===== config.mk =====
export PLATFORM = sky130hd
export DESIGN_NAME = pc_unit
export DESIGN_NICKNAME = d
export VERILOG_FILES = /design/src/rtl/pc_pkg.sv /design/src/rtl/pc_ras.sv /design/src/rtl/pc_unit.sv
export SDC_FILE = /design/constraint.sdc
export NUM_CORES = 1
export LEC_CHECK = 0
export CAP_MARGIN = 10
export CORE_MARGIN = 5
export CORE_UTILIZATION = 40
export DETAILED_ROUTE_END_ITERATION = 10
export PLACE_DENSITY_LB_ADDON = 0.05
export RECOVER_POWER = 25
export SLEW_MARGIN = 20
export SYNTH_ARGS = -nofsm -noshare
export SYNTH_HDL_FRONTEND = slang
export SYNTH_HIERARCHICAL = 1
export SYNTH_SLANG_ARGS = --single-unit

===== constraint.sdc =====
create_clock -name clock -period 3.56 [get_ports clock]
set_input_delay 0.89 -clock clock [delete_from_list [all_inputs] [get_ports clock]]
set_output_delay 0.89 -clock clock [all_outputs]
set_load 0.1 [all_outputs]

===== src/rtl/pc_pkg.sv =====
// Shared types, default widths and helpers for the program-counter unit.
package pc_pkg;

  localparam int unsigned PC_ADDR_W = 16;
  localparam int unsigned PC_DISP_W = 8;
  localparam int unsigned PC_MAX_W  = 64;

  typedef enum logic [2:0] {
    PC_HOLD = 3'd0,
    PC_INC  = 3'd1,
    PC_BR   = 3'd2,
    PC_JMP  = 3'd3,
    PC_CALL = 3'd4,
    PC_RET  = 3'd5
  } pc_src_e;

  // Sign-extend the low 'width' bits of val to PC_MAX_W bits.
  function automatic logic [PC_MAX_W-1:0] sext(input logic [PC_MAX_W-1:0] val,
                                               input int unsigned width);
    logic signed [PC_MAX_W-1:0] tmp;
    int unsigned sh;
    sh  = PC_MAX_W - width;
    tmp = $signed(val << sh);
    return $unsigned(tmp >>> sh);
  endfunction

endpackage


===== src/rtl/pc_ras.sv =====
// Circular return-address stack: a push on a full stack overwrites the oldest entry.
module pc_ras #(
  parameter int unsigned ADDR_W    = 16,
  parameter int unsigned RAS_DEPTH = 4
) (
  input  logic                           clock,
  input  logic                           reset,
  input  logic                           push,
  input  logic                           pop,
  input  logic [ADDR_W-1:0]              push_data,
  output logic [ADDR_W-1:0]              top,
  output logic [$clog2(RAS_DEPTH+1)-1:0] count,
  output logic                           ovf_c,
  output logic                           unf_c
);

  localparam int unsigned      CNT_W    = $clog2(RAS_DEPTH + 1);
  localparam int unsigned      PTR_W    = (RAS_DEPTH > 1) ? $clog2(RAS_DEPTH) : 1;
  localparam logic [PTR_W-1:0] PTR_LAST = PTR_W'(RAS_DEPTH - 1);
  localparam logic [CNT_W-1:0] CNT_FULL = CNT_W'(RAS_DEPTH);

  logic [ADDR_W-1:0] mem [RAS_DEPTH];
  logic [PTR_W-1:0]  wr_ptr;
  logic [PTR_W-1:0]  top_ptr;
  logic [PTR_W-1:0]  wr_ptr_next;
  logic              full;
  logic              empty;
  logic              do_push;
  logic              do_pop;

  assign full        = (count == CNT_FULL);
  assign empty       = (count == '0);
  assign top_ptr     = (wr_ptr == '0) ? PTR_LAST : wr_ptr - PTR_W'(1);
  assign wr_ptr_next = (wr_ptr == PTR_LAST) ? '0 : wr_ptr + PTR_W'(1);
  assign do_pop      = pop & ~empty;
  assign do_push     = push & ~pop;
  assign ovf_c       = do_push & full;
  assign unf_c       = pop & empty;
  assign top         = mem[top_ptr];

  // Storage needs no reset: entries are only read while counted valid.
  always_ff @(posedge clock) begin
    if (do_push) mem[wr_ptr] <= push_data;
  end

  always_ff @(posedge clock or negedge reset) begin
    if (!reset) begin
      wr_ptr <= '0;
      count  <= '0;
    end else if (do_pop) begin
      wr_ptr <= top_ptr;
      count  <= count - CNT_W'(1);
    end else if (do_push) begin
      wr_ptr <= wr_ptr_next;
      if (!full) count <= count + CNT_W'(1);
    end
  end

endmodule


===== src/rtl/pc_unit.sv =====
// Fetch-stage program counter with branch, jump and call/return.
// Define PC_RAS_EN to build the return-address stack; otherwise call acts as jump and return as increment.
module pc_unit
  import pc_pkg::*;
#(
  parameter int unsigned       ADDR_W     = PC_ADDR_W,
  parameter int unsigned       DISP_W     = PC_DISP_W,
  parameter int unsigned       RAS_DEPTH  = 4,
  parameter logic [ADDR_W-1:0] RESET_ADDR = '0
) (
  input  logic                           clock,
  input  logic                           reset,
  input  logic                           pc_en,
  input  logic                           br_en,
  input  logic [DISP_W-1:0]              disp,
  input  logic                           j_en,
  input  logic                           call_en,
  input  logic                           ret_en,
  input  logic [ADDR_W-1:0]              dest,
  input  logic                           err_clr,
  output logic [ADDR_W-1:0]              addr,
  output logic [$clog2(RAS_DEPTH+1)-1:0] ras_count,
  output logic                           ras_full,
  output logic                           ras_empty,
  output logic                           ras_ovf,
  output logic                           ras_unf
);

  pc_src_e           src;
  logic [ADDR_W-1:0] addr_inc;
  logic [ADDR_W-1:0] addr_br;
  logic [ADDR_W-1:0] ret_addr;
  logic [ADDR_W-1:0] addr_next;

  assign addr_inc = addr + ADDR_W'(1);
  assign addr_br  = addr + ADDR_W'(sext(PC_MAX_W'(disp), DISP_W));

  // Fixed-priority source select; a stall overrides every request.
  always_comb begin
    src = PC_HOLD;
    if (pc_en) begin
      if (ret_en)       src = PC_RET;
      else if (call_en) src = PC_CALL;
      else if (j_en)    src = PC_JMP;
      else if (br_en)   src = PC_BR;
      else              src = PC_INC;
    end
  end

  always_comb begin
    addr_next = addr;
    case (src)
      PC_HOLD:         addr_next = addr;
      PC_INC:          addr_next = addr_inc;
      PC_BR:           addr_next = addr_br;
      PC_JMP, PC_CALL: addr_next = dest;
      PC_RET:          addr_next = ret_addr;
      default:         addr_next = addr;
    endcase
  end

  always_ff @(posedge clock or negedge reset) begin
    if (!reset) addr <= RESET_ADDR;
    else        addr <= addr_next;
  end

`ifdef PC_RAS_EN
  localparam int unsigned CNT_W = $clog2(RAS_DEPTH + 1);

  logic [ADDR_W-1:0] ras_top;
  logic              ras_push;
  logic              ras_pop;
  logic              ovf_evt;
  logic              unf_evt;

  assign ras_push  = (src == PC_CALL);
  assign ras_pop   = (src == PC_RET);
  assign ras_empty = (ras_count == '0);
  assign ras_full  = (ras_count == CNT_W'(RAS_DEPTH));
  // Return on an empty stack falls through to the next sequential address.
  assign ret_addr  = ras_empty ? addr_inc : ras_top;

  pc_ras #(
    .ADDR_W    (ADDR_W),
    .RAS_DEPTH (RAS_DEPTH)
  ) u_ras (
    .clock     (clock),
    .reset     (reset),
    .push      (ras_push),
    .pop       (ras_pop),
    .push_data (addr_inc),
    .top       (ras_top),
    .count     (ras_count),
    .ovf_c     (ovf_evt),
    .unf_c     (unf_evt)
  );

  // Sticky error flags: a new event on the clearing edge wins.
  always_ff @(posedge clock or negedge reset) begin
    if (!reset) begin
      ras_ovf <= 1'b0;
      ras_unf <= 1'b0;
    end else if (pc_en) begin
      ras_ovf <= (ras_ovf & ~err_clr) | ovf_evt;
      ras_unf <= (ras_unf & ~err_clr) | unf_evt;
    end
  end
`else
  logic unused_err_clr;

  assign unused_err_clr = err_clr;
  assign ret_addr       = addr_inc;
  assign ras_count      = '0;
  assign ras_empty      = 1'b1;
  assign ras_full       = 1'b0;
  assign ras_ovf        = 1'b0;
  assign ras_unf        = 1'b0;
`endif

endmodule

==> results by group <==
Layout
  • Final net count: 300
  • Fill count: 367
  • Most frequent cells in the layout: buf_4 (45), clkdlybuf4s50_1 (27), dfrtp_1 (16), nand2_1 (15)
  • Max FFs per register: 16
  • Biggest regs: addr (16)
  • Share of cells above drive strength 1: 30.1%
  • Commonest non-fill, non-tap cell in the layout: buf_4
  • N_diodes: 0
  • Syn-to-layout area delta: 45.4%
  • Largest Register: addr

Power
  • Pwr Total: 2010 uW
  • Pwr Density: 832 mW/mm^2
  • Leak: 0.000994 uW
  • Peak VDD IR: 474 uV

Clocking
  • CTS Sinks: 16
  • Worst-path clk slew: 0.07 ns
  • Clk_lat worst skew: 0.26 ns
  • Total CTS buffers: 3
  • CTS tree: yes
  • Max clock buf depth: 2
  • Hold Buf Count CTS: 0
  • H-tree depth: 1
  • Clock root buffer: clkbuf_8
  • Setup bufs post-CTS: 0

STA
  • Setup tns final: 0 ns
  • Slew margin rel.: 39.9%
  • Max-slew violation count: 0
  • RSZ-0062 raised after global routing: false
  • Count of final hold-check violations: 0
  • Setup violations, final: 0
  • Slew @ Worst Pin: 0.899 ns
  • Final period util: 97.1%
  • Worst Skew: 0.00179 ns
  • Fmax: 0.289 GHz
  • Fin crit period: 3.46 ns

Route
  • Via count: 1802
  • Via-per-instance ratio: 5.83
  • DR DRC count: 0
  • Initial drt markers: 117
  • Antenna viol nets, final: 0
  • Routed WL: 5230 um
  • DRT Pass-1 Iters: 4
  • WL/cell: 16.9 um

Min path
  • Worst min path class: flip-flop to flip-flop
  • Hold Startpoint: addr[2]

Synth
  • Syn Inst Count: 190
  • Post-synth EDFFs: 0
  • Synth cell types: 64
  • YS warnings: 6
  • Top_reg_cell synth: dfrtp_1
  • Syn avg cell area: 8.76 um^2
  • Mapped cell area: 0.00167 mm^2
  • Post-synthesis sequential element count: 16
  • Post-synthesis sequential area ratio: 24.0%
  • Post-synth ARST share: 100%

Worst setup path
  • Arrival @ worst endpoint: 3.60 ns
  • CP peak stage delay: 0.44 ns
  • Setup crit end kind: flip-flop
  • RR Startpoint: addr[0]
  • Worst Path Max Fanout: 4
  • Required time worst endpoint: 3.70 ns
  • Startpoint Class: input port
  • Crit. Startpoint: br_en
  • Critical setup path kind: input port to flip-flop
  • Crit-path slowest cell: clkdlybuf4s50_1
  • Critical path cell sequence: clkdlybuf4s50_1 > nor3_2 > o21ai_0 > buf_4 > buf_4 > and2_1 > ha_2 > nor4_4 > o21ai_4 > a2111o_1 > and4_4 > a2111o_1

Floorplan
  • IO Count: 55
  • Core area: 0.00403 mm^2
  • Initial Util: 41.3%
  • Full die area: 0.00555 mm^2
  • Die Height: 74.5 um
  • DIE WIDTH: 74.5 um
  • Rows: 23

Placement
  • PortBufs: 46
  • Placer congestion estimate: 0.914
  • Hpwl dp: 3850 um

GRT
  • First-pass GRT wire length: 8180 um
  • Gr usage total: 19.2%
  • Largest net degree at the start of global routing: 25
  • Initial antenna violation count: 0
  • Remaining global-route overflow: 0
  • Vias in the first global route: 1720

Flow run
  • Max Cap Viol: 0

Run status
  • Status: completed
-- report_power, final --
| part | internal, uW | total [uW] | switching [uW] |
|---|---|---|---|
| Clock | 98.5 | 174 | 75.7 |
| Combinational | 514 | 1480 | 963 |
| Sequential | 249 | 363 | 114 |
| Total | 862 | 2010 | 1150 |
-- final cells by class --
class | count | area (um^2) | area share (%)
multi-input cells | 163 | 1260 | 52.0
clock buffers | 4 | 55.1 | 2.27
repair buffers | 75 | 639 | 26.4
flip-flops and latches | 16 | 400 | 16.5
well taps | 50 | 62.6 | 2.58
inverters | 1 | 3.75 | 0.155
-- per-stage QoR --
stage | hold slack [ns] | util (%) | instance area [um^2] | setup slack, ns | std cells
2_1_floorplan | 0.594 | - | 1680 | 0.0425 | 195
3_3_place_gp | 0.533 | 56.8 | 2290 | -0.256 | 305
3_5_place_dp | 0.541 | 56.8 | 2290 | -0.331 | 305
4_1_cts | 0.563 | 58.9 | 2370 | 0.0117 | 309
5_1_grt | 0.585 | 60.1 | 2420 | 0.00248 | 309
6_report | 0.566 | 60.1 | 2420 | 0.102 | 309
-- cells by family after synthesis --
kind of cell | after synthesis | synth area share [%]
AND/OR/NAND/NOR | 76 | 29.4
AO/OA/AOI/OAI | 68 | 31.4
flip-flops | 16 | 24.0
buffers and inverters | 16 | 6.01
adder cells (fa/ha/maj) | 8 | 6.46
XOR/XNOR | 3 | 1.58
other | 2 | 0.451
multiplexers | 1 | 0.676
-- worst paths after layout --
| path | slack (ns) | depth (start not counted) | end |
|---|---|---|---|
| worst max-delay path | 0.10 | 12 | addr[9] |
| worst min-delay path | 0.57 | 1 | addr[2] |
| worst max register to register | 1.28 | 7 | addr[9] |
| worst min register to register | 0.57 | 1 | addr[2] |
| max in group asynchronous | 1.81 | 1 | addr[13] |
| min in group asynchronous | 1.20 | 1 | addr[7] |
-- routing by layer --
metal / wire, um / GRT usage (%) / part of all wire [%] / up-vias
met5: 0 / 0 / 0 / -
met4: 51 / 5.93 / 0.97 / 0
li1: - / - / - / 869
met3: 318 / 3.11 / 6.1 / 4
met1: 2290 / 25.1 / 44 / 875
met2: 2580 / 32.5 / 49 / 54
-- what timing repair did --
action	CTS	global route
pin swaps	2	6
resized for setup	8	10
gates cloned	0	0
endpoints found under the setup margin	4	6
-- critical path: cells and delay by family --
| kind | cells | cell delay [ns] |
|---|---|---|
| buffers and inverters | 3 | 0.74 |
| AO/OA/AOI/OAI | 4 | 0.95 |
| AND/OR/NAND/NOR | 4 | 0.82 |
| adder cells (fa/ha/maj) | 1 | 0.19 |
-- cell usage after synthesis, types with 2 or more instances --
| library cell | count | area [um^2] |
|---|---|---|
| nand4_1 | 5 | 31.3 |
| and3_1 | 6 | 37.5 |
| and4_1 | 2 | 17.5 |
| a22oi_1 | 4 | 30.0 |
| ha_1 | 7 | 87.6 |
| nand2_1 | 15 | 56.3 |
| nand2b_1 | 4 | 25.0 |
| a211oi_1 | 5 | 37.5 |
| o21bai_1 | 2 | 15.0 |
| o211a_1 | 2 | 20.0 |
| xor2_1 | 2 | 17.5 |
| a31oi_1 | 5 | 31.3 |
| nor2b_1 | 3 | 18.8 |
| nor3_1 | 8 | 40.0 |
| nor2_1 | 6 | 22.5 |
| buf_4 | 8 | 60.1 |
| a211o_1 | 4 | 35.0 |
| clkbuf_1 | 4 | 15.0 |
| or3_1 | 3 | 18.8 |
| dfrtp_1 | 16 | 400 |
| conb_1 | 2 | 7.51 |
| o21ai_1 | 3 | 15.0 |
| and2_1 | 8 | 50.1 |
| a2111o_1 | 4 | 45.0 |
| a21oi_1 | 9 | 45.0 |
| o211ai_1 | 7 | 52.6 |
| o21ai_0 | 7 | 35.0 |
| nand4b_1 | 2 | 17.5 |
| a21o_1 | 2 | 15.0 |
Note: power is estimated with default switching activity, not from simulation.
